### src/rtl/fifo_uart_tx_if.sv
// FIFO read-side bundle between the byte FIFO and its UART drain.
// master = the UART TX block (issues pops), slave = the FIFO.
interface fifo_uart_tx_if #(
  parameter int WIDTH = 8
);
  logic             fifo_pop;
  logic             fifo_is_empty;
  logic [WIDTH-1:0] fifo_out;

  modport master (output fifo_pop, input fifo_is_empty, fifo_out);
  modport slave  (input fifo_pop, output fifo_is_empty, fifo_out);
endinterface

### src/rtl/fifo_uart_tx.sv
// Drains the byte FIFO one word at a time onto an 8N1-style serial line.
// Every output is registered; the FSM's next-state logic precomputes them.
module fifo_uart_tx #(
  parameter int WIDTH        = 8,
  parameter int CLKS_PER_BIT = 16
) (
  input  logic           clk,
  input  logic           rst_n,
  input  logic           enable,
  fifo_uart_tx_if.master fifo,
  output logic           tx,
  output logic           busy,
  output logic           byte_done
);
  localparam int BW = (WIDTH > 1) ? $clog2(WIDTH) : 1;
  localparam int CW = $clog2(CLKS_PER_BIT);
  localparam logic [BW-1:0] LAST_BIT = BW'(WIDTH - 1);
  localparam logic [CW-1:0] BAUD_MAX = CW'(CLKS_PER_BIT - 1);

  typedef enum logic [2:0] {IDLE, POP, WAIT, START, DATA, STOP} state_t;

  state_t           state_q, state_d;
  logic [WIDTH-1:0] shreg_q, shreg_d, sh_nxt;
  logic [BW-1:0]    bit_q, bit_d;
  logic [CW-1:0]    baud_q, baud_d;
  logic             tx_d, pop_q, pop_d, busy_d, done_d;

  assign sh_nxt        = shreg_q >> 1;
  assign fifo.fifo_pop = pop_q;

  always_ff @(posedge clk or negedge rst_n) begin
    if (!rst_n) begin
      state_q   <= IDLE;
      shreg_q   <= '0;
      bit_q     <= '0;
      baud_q    <= '0;
      tx        <= 1'b1;
      pop_q     <= 1'b0;
      busy      <= 1'b0;
      byte_done <= 1'b0;
    end else begin
      state_q   <= state_d;
      shreg_q   <= shreg_d;
      bit_q     <= bit_d;
      baud_q    <= baud_d;
      tx        <= tx_d;
      pop_q     <= pop_d;
      busy      <= busy_d;
      byte_done <= done_d;
    end
  end

  always_comb begin
    state_d = state_q;
    shreg_d = shreg_q;
    bit_d   = bit_q;
    baud_d  = baud_q;
    tx_d    = tx;
    pop_d   = 1'b0;
    done_d  = 1'b0;
    case (state_q)
      IDLE: begin
        tx_d   = 1'b1;
        baud_d = '0;
        if (enable && !fifo.fifo_is_empty) begin
          state_d = POP;
          pop_d   = 1'b1;
        end
      end
      // FIFO presents the popped word on the edge that leaves POP.
      POP: state_d = WAIT;
      WAIT: begin
        shreg_d = fifo.fifo_out;
        tx_d    = 1'b0;
        baud_d  = '0;
        state_d = START;
      end
      START: begin
        if (baud_q == BAUD_MAX) begin
          baud_d  = '0;
          bit_d   = '0;
          tx_d    = shreg_q[0];
          state_d = DATA;
        end else begin
          baud_d = baud_q + 1'b1;
        end
      end
      // shreg[0] always holds the bit currently on the line.
      DATA: begin
        if (baud_q == BAUD_MAX) begin
          baud_d = '0;
          if (bit_q == LAST_BIT) begin
            tx_d    = 1'b1;
            state_d = STOP;
          end else begin
            bit_d   = bit_q + 1'b1;
            shreg_d = sh_nxt;
            tx_d    = sh_nxt[0];
          end
        end else begin
          baud_d = baud_q + 1'b1;
        end
      end
      STOP: begin
        if (baud_q == BAUD_MAX) begin
          baud_d  = '0;
          done_d  = 1'b1;
          state_d = IDLE;
        end else begin
          baud_d = baud_q + 1'b1;
        end
      end
      default: state_d = IDLE;
    endcase
    busy_d = (state_d != IDLE);
  end
endmodule

### src/flat_wrapper.sv
// flat-port wrapper written by rule: the top's interface ports become plain ports
module fifo_uart_tx_flat 
#(
  parameter int WIDTH        = 8,
  parameter int CLKS_PER_BIT = 16
)
  (clk, rst_n, enable, tx, busy, byte_done, fifo_fifo_pop, fifo_fifo_is_empty, fifo_fifo_out);
  fifo_uart_tx_if #(.WIDTH(WIDTH)) fifo_i ();
  input  logic clk;
  input  logic rst_n;
  input  logic enable;
  output logic tx;
  output logic busy;
  output logic byte_done;
  output wire logic [$bits(fifo_i.fifo_pop)-1:0] fifo_fifo_pop;
  input wire logic [$bits(fifo_i.fifo_is_empty)-1:0] fifo_fifo_is_empty;
  input wire logic [$bits(fifo_i.fifo_out)-1:0] fifo_fifo_out;
  assign fifo_fifo_pop = fifo_i.fifo_pop;
  assign fifo_i.fifo_is_empty = fifo_fifo_is_empty;
  assign fifo_i.fifo_out = fifo_fifo_out;
  fifo_uart_tx #(.WIDTH(WIDTH), .CLKS_PER_BIT(CLKS_PER_BIT)) u_core (.clk(clk), .rst_n(rst_n), .enable(enable), .fifo(fifo_i), .tx(tx), .busy(busy), .byte_done(byte_done));
endmodule
### config.mk
export PLATFORM = sky130hd
export DESIGN_NAME = fifo_uart_tx_flat
export DESIGN_NICKNAME = d
export VERILOG_FILES = /design/src/rtl/fifo_uart_tx_if.sv /design/src/rtl/fifo_uart_tx.sv /design/src/flat_wrapper.sv
export SDC_FILE = /design/constraint.sdc
export NUM_CORES = 1
export LEC_CHECK = 0
export ABC_AREA = 1
export BUFFER_PORTS_ARGS = -buffer_cell sky130_fd_sc_hd__buf_2
export CORE_UTILIZATION = 45
export CTS_CLUSTER_DIAMETER = 120
export CTS_CLUSTER_SIZE = 14
export DETAILED_ROUTE_END_ITERATION = 8
export SLEW_MARGIN = 20
export SYNTH_ARGS = -nofsm -noshare
export SYNTH_HDL_FRONTEND = slang
export SYNTH_SLANG_ARGS = --single-unit
### constraint.sdc
create_clock -name clk -period 1.75 [get_ports clk]
set_clock_uncertainty 0.15 [all_clocks]
set_input_delay 0.175 -clock clk [delete_from_list [all_inputs] [get_ports clk]]
set_output_delay 0.175 -clock clk [all_outputs]
set_load 0.01 [all_outputs]
==> summary.md <==
The setup total negative slack was 0 ns; the pin count of the biggest net entering global routing was 23. The largest fanout on the critical path came out at 9. In the synthesized netlist, the number of instances is 165. The most common cell in the synthesized netlist is sky130_fd_sc_hd__nand2_1. The global-route wire length before repair is 4500 um, and the insertion delay to the later sink of the worst-skew pair is 0.31 ns.

Measured against its own limit, the worst slew margin works out to 67.1%. The first detailed-routing pass ran for 4 iterations. In this run the power density over the cells is 572 mW/mm^2. Yosys attributes the largest share of cell area to sky130_fd_sc_hd__dfrtp_1, sky130_fd_sc_hd__nand2_1, sky130_fd_sc_hd__nand3_1.

The floorplan has 19 rows. In this run, the number of DRC markers left after iteration 0 of detailed routing was 51. Of all cell types, the one taking the most synthesized area is sky130_fd_sc_hd__dfrtp_1. Hold timing on the final database bottoms out at a slack of 0.0110 ns.

The tools report the final weighted congestion in routability-driven placement as 0.737. The final setup violation count is 0. The data arrival time of the worst path was 1.70 ns; the post-CTS repair timing setup buffer count was 0. In the synthesized netlist the async set-or-reset flop fraction comes to 100%. 16 I/O pins were placed. Sequential cells were found to cover 42.6% of the synthesized design area.

The run gives 0.403 mV as the peak ir drop on the vdd network. For the pin with the worst max-slew slack, the measured transition is 0.494 ns. The vertical die dimension was 55.6 um. Type of the worst min-delay path: primary input to register.

The synthesized design devotes to its leading area cell type 40.6% of total area. The logs give 0 for the max-cap violation count and 0 for the number of remaining DRC errors. In this run the remaining antenna-violating nets after routing total 0. The floorplan step defined a core boundary enclosing 0.00273 sq mm. The most used flip-flop cell after synthesis is sky130_fd_sc_hd__dfrtp_1. The number of synthesized flops with an enable pin is 0. The antenna diode count came out at 0. TritonCTS built the clock tree.

The yosys synthesis warning count is 0, and the vias per cell is 5.11. The worst setup path is captured at a register. Chip width: 55.6 um. The worst setup path is launched from a register. The die area is 0.00309 sq mm.

Summing all multi-input logic gate instances after layout gives 629 sq um. After legalization and detailed placement, the total HPWL measured 1790 um. The initial antenna violation count was 0; the post-synthesis average cell area was 7.84 sq um. The synthesized netlist occupies a cell area of 0.00129 sq mm.

The minimum period implied by the final worst setup slack was 1.65 ns; the overall via count from detail_route was 1099. The area growth from synthesis to layout is 10.2%, and the number of hold violations in the final report is 0. The run gives 0.10 ns as the worst reg-to-reg setup slack.

The number of clock buffers inserted by TritonCTS was 3. Routed wire length per instance: 11.3 um. Port buffering added 15 buffers.

Cells with a size suffix above 1 make up 21.2% of the layout. The post-CTS clock slew at the launch and capture registers of the worst setup and hold paths was 0.13 ns; the maximum operating frequency was 607 MHz. The number of nets handed over by synthesis was 180.

Fill cells in the final layout number 260. The via count of the first global-routing pass was 1040; the final routed wirelength across all metal layers was 2430 um. The flow ran to the end, and the final reports show no timing, DRC or antenna violations. Setup repair after global routing left no endpoint under its margin.

Number of nets in the finished design: 200. The synthesis-stage register bit count was 22; the H-tree depth reported by CTS was 1. The run gives 0 as the final max-slew violation count. The overall track demand over capacity in global routing came out at 18.0%. The initial utilization of the core area, before any placement, comes to 47.3%.

The distinct cell type count of the synthesized netlist was 24; the worst-case clock buffer depth was 2. For the clock net sink count, the log shows 22. For the worst setup path, the data required time is 1.80 ns. By count the netlist is led by sky130_fd_sc_hd__nand2_1, sky130_fd_sc_hd__nand3_1, sky130_fd_sc_hd__dfrtp_1. The tools report the leakage dissipation as 0.000806 uW. The category of the critical setup timing path is register to register.

The area used by sequential logic in the layout was 553 sq um; the ratio of final minimum period to clock period was 94.1%. For the global-route congestion overflow total, the log shows 0. The tree is rooted in a sky130_fd_sc_hd__clkbuf_4.
==> what timing repair did <==
| item | 4_1_cts | 5_1_grt |
|---|---|---|
| hold endpoints to repair | 22 | 0 |
| gates resized for setup | 0 | 1 |
| endpoints found under the setup margin | 0 | 2 |
| hold buffers | 2 | 0 |
==> metal layers <==
metal  vias up  share of wire [%]  track usage, %
met3         4                5.0            2.09
met4         0                1.1            5.36
li1        563                  -               -
met2        42                 45            29.4
met5         -                  0               0
met1       490                 49            25.2
==> sequential cells by signal, indices dropped and copies added (netlist names) <==
signal and flops:
u_core.shreg_q 8, u_core.fifo.fifo_pop 1, u_core.busy 1, u_core.bit_q 3, u_core.tx 1, u_core.baud_q 4
u_core.state_q 3, u_core.byte_done 1
==> worst max-delay path, cell delays in order (launching register included) <==
cell	delay, ns
sky130_fd_sc_hd__dfrtp_1	0.41
sky130_fd_sc_hd__ha_1	0.26
sky130_fd_sc_hd__nand3_4	0.15
sky130_fd_sc_hd__o21ai_4	0.32
sky130_fd_sc_hd__nand2_4	0.13
sky130_fd_sc_hd__nand2_1	0.08
sky130_fd_sc_hd__nand2_1	0.05
==> layout by cell type, fill, tap and decap left out <==
cell and count:
sky130_fd_sc_hd__clkbuf_1 1, sky130_fd_sc_hd__nor2_2 3, sky130_fd_sc_hd__xnor2_1 1, sky130_fd_sc_hd__ha_1 3
sky130_fd_sc_hd__nor2_4 1, sky130_fd_sc_hd__dlygate4sd3_1 2, sky130_fd_sc_hd__clkinv_1 1, sky130_fd_sc_hd__buf_2 15
sky130_fd_sc_hd__nor2_1 8, sky130_fd_sc_hd__nand3_4 1, sky130_fd_sc_hd__o21ai_0 8, sky130_fd_sc_hd__nand2_2 4
sky130_fd_sc_hd__o21ai_4 1, sky130_fd_sc_hd__inv_1 15, sky130_fd_sc_hd__nand2_4 2, sky130_fd_sc_hd__nand3_2 1
sky130_fd_sc_hd__dfstp_2 1, sky130_fd_sc_hd__nand3_1 26, sky130_fd_sc_hd__nand4_1 2, sky130_fd_sc_hd__nand3b_1 1
sky130_fd_sc_hd__buf_4 2, sky130_fd_sc_hd__nor2_8 1, sky130_fd_sc_hd__nand2_1 56, sky130_fd_sc_hd__inv_2 2
sky130_fd_sc_hd__or2_2 1, sky130_fd_sc_hd__o21ai_1 1, sky130_fd_sc_hd__dfrtp_1 20, sky130_fd_sc_hd__clkbuf_4 3
sky130_fd_sc_hd__dfrtp_2 1
==> power breakdown <==
part | leakage [uW] | switching (uW) | total (uW) | internal, uW
sequential | 0.000253 | 5.36 | 524 | 518
combinational | 0.000538 | 23.4 | 45.2 | 21.8
clock | 0.0000150 | 158 | 247 | 88.9
total | 0.000806 | 187 | 816 | 629
==> cell type report <==
class	instances	share of cell area, %
Inverter	18	4.74
Timing Repair Buffer	19	7.73
Multi-Input combinational cell	121	44.2
Tap cell	31	2.72
Sequential cell	22	38.8
Clock buffer	4	1.84
==> worst paths after layout <==
check | start | end | depth (start not counted)
worst min register to register | u_core.tx | u_core.tx | 2
worst min-delay path | enable | u_core.fifo.fifo_pop | 5
worst max-delay path | u_core.baud_q[0] | u_core.shreg_q[5] | 6
max in group asynchronous | rst_n | u_core.tx | 2
min in group asynchronous | rst_n | u_core.fifo.fifo_pop | 2
worst max register to register | u_core.baud_q[0] | u_core.shreg_q[5] | 6
==> metrics by stage <==
step | worst slack (ns) | cell area (sq um) | utilization, % | std cells | total power, uW
after CTS | 0.0815 | 1420 | 52.1 | 215 | 829
after detailed placement | 0.0961 | 1380 | 50.4 | 209 | 577
after global routing | 0.0170 | 1430 | 52.1 | 215 | 853
final | 0.103 | 1430 | 52.1 | 215 | 816
after floorplan | 0.243 | 1290 | - | 165 | 550
after global placement | 0.154 | 1380 | 50.4 | 209 | 576
==> cell families (layout without fill, tap and decap cells) <==
family / Yosys count / count (layout) / share of synthesized area [%]
AO/OA/AOI/OAI: 10 / 10 / 4.74
XOR/XNOR: 1 / 1 / 0.677
adder cells (fa/ha/maj): 3 / 3 / 2.90
buffers and inverters: 22 / 41 / 8.70
flip-flops: 22 / 22 / 42.6
AND/OR/NAND/NOR: 107 / 107 / 40.3
Note: power is estimated with default switching activity, not from simulation.
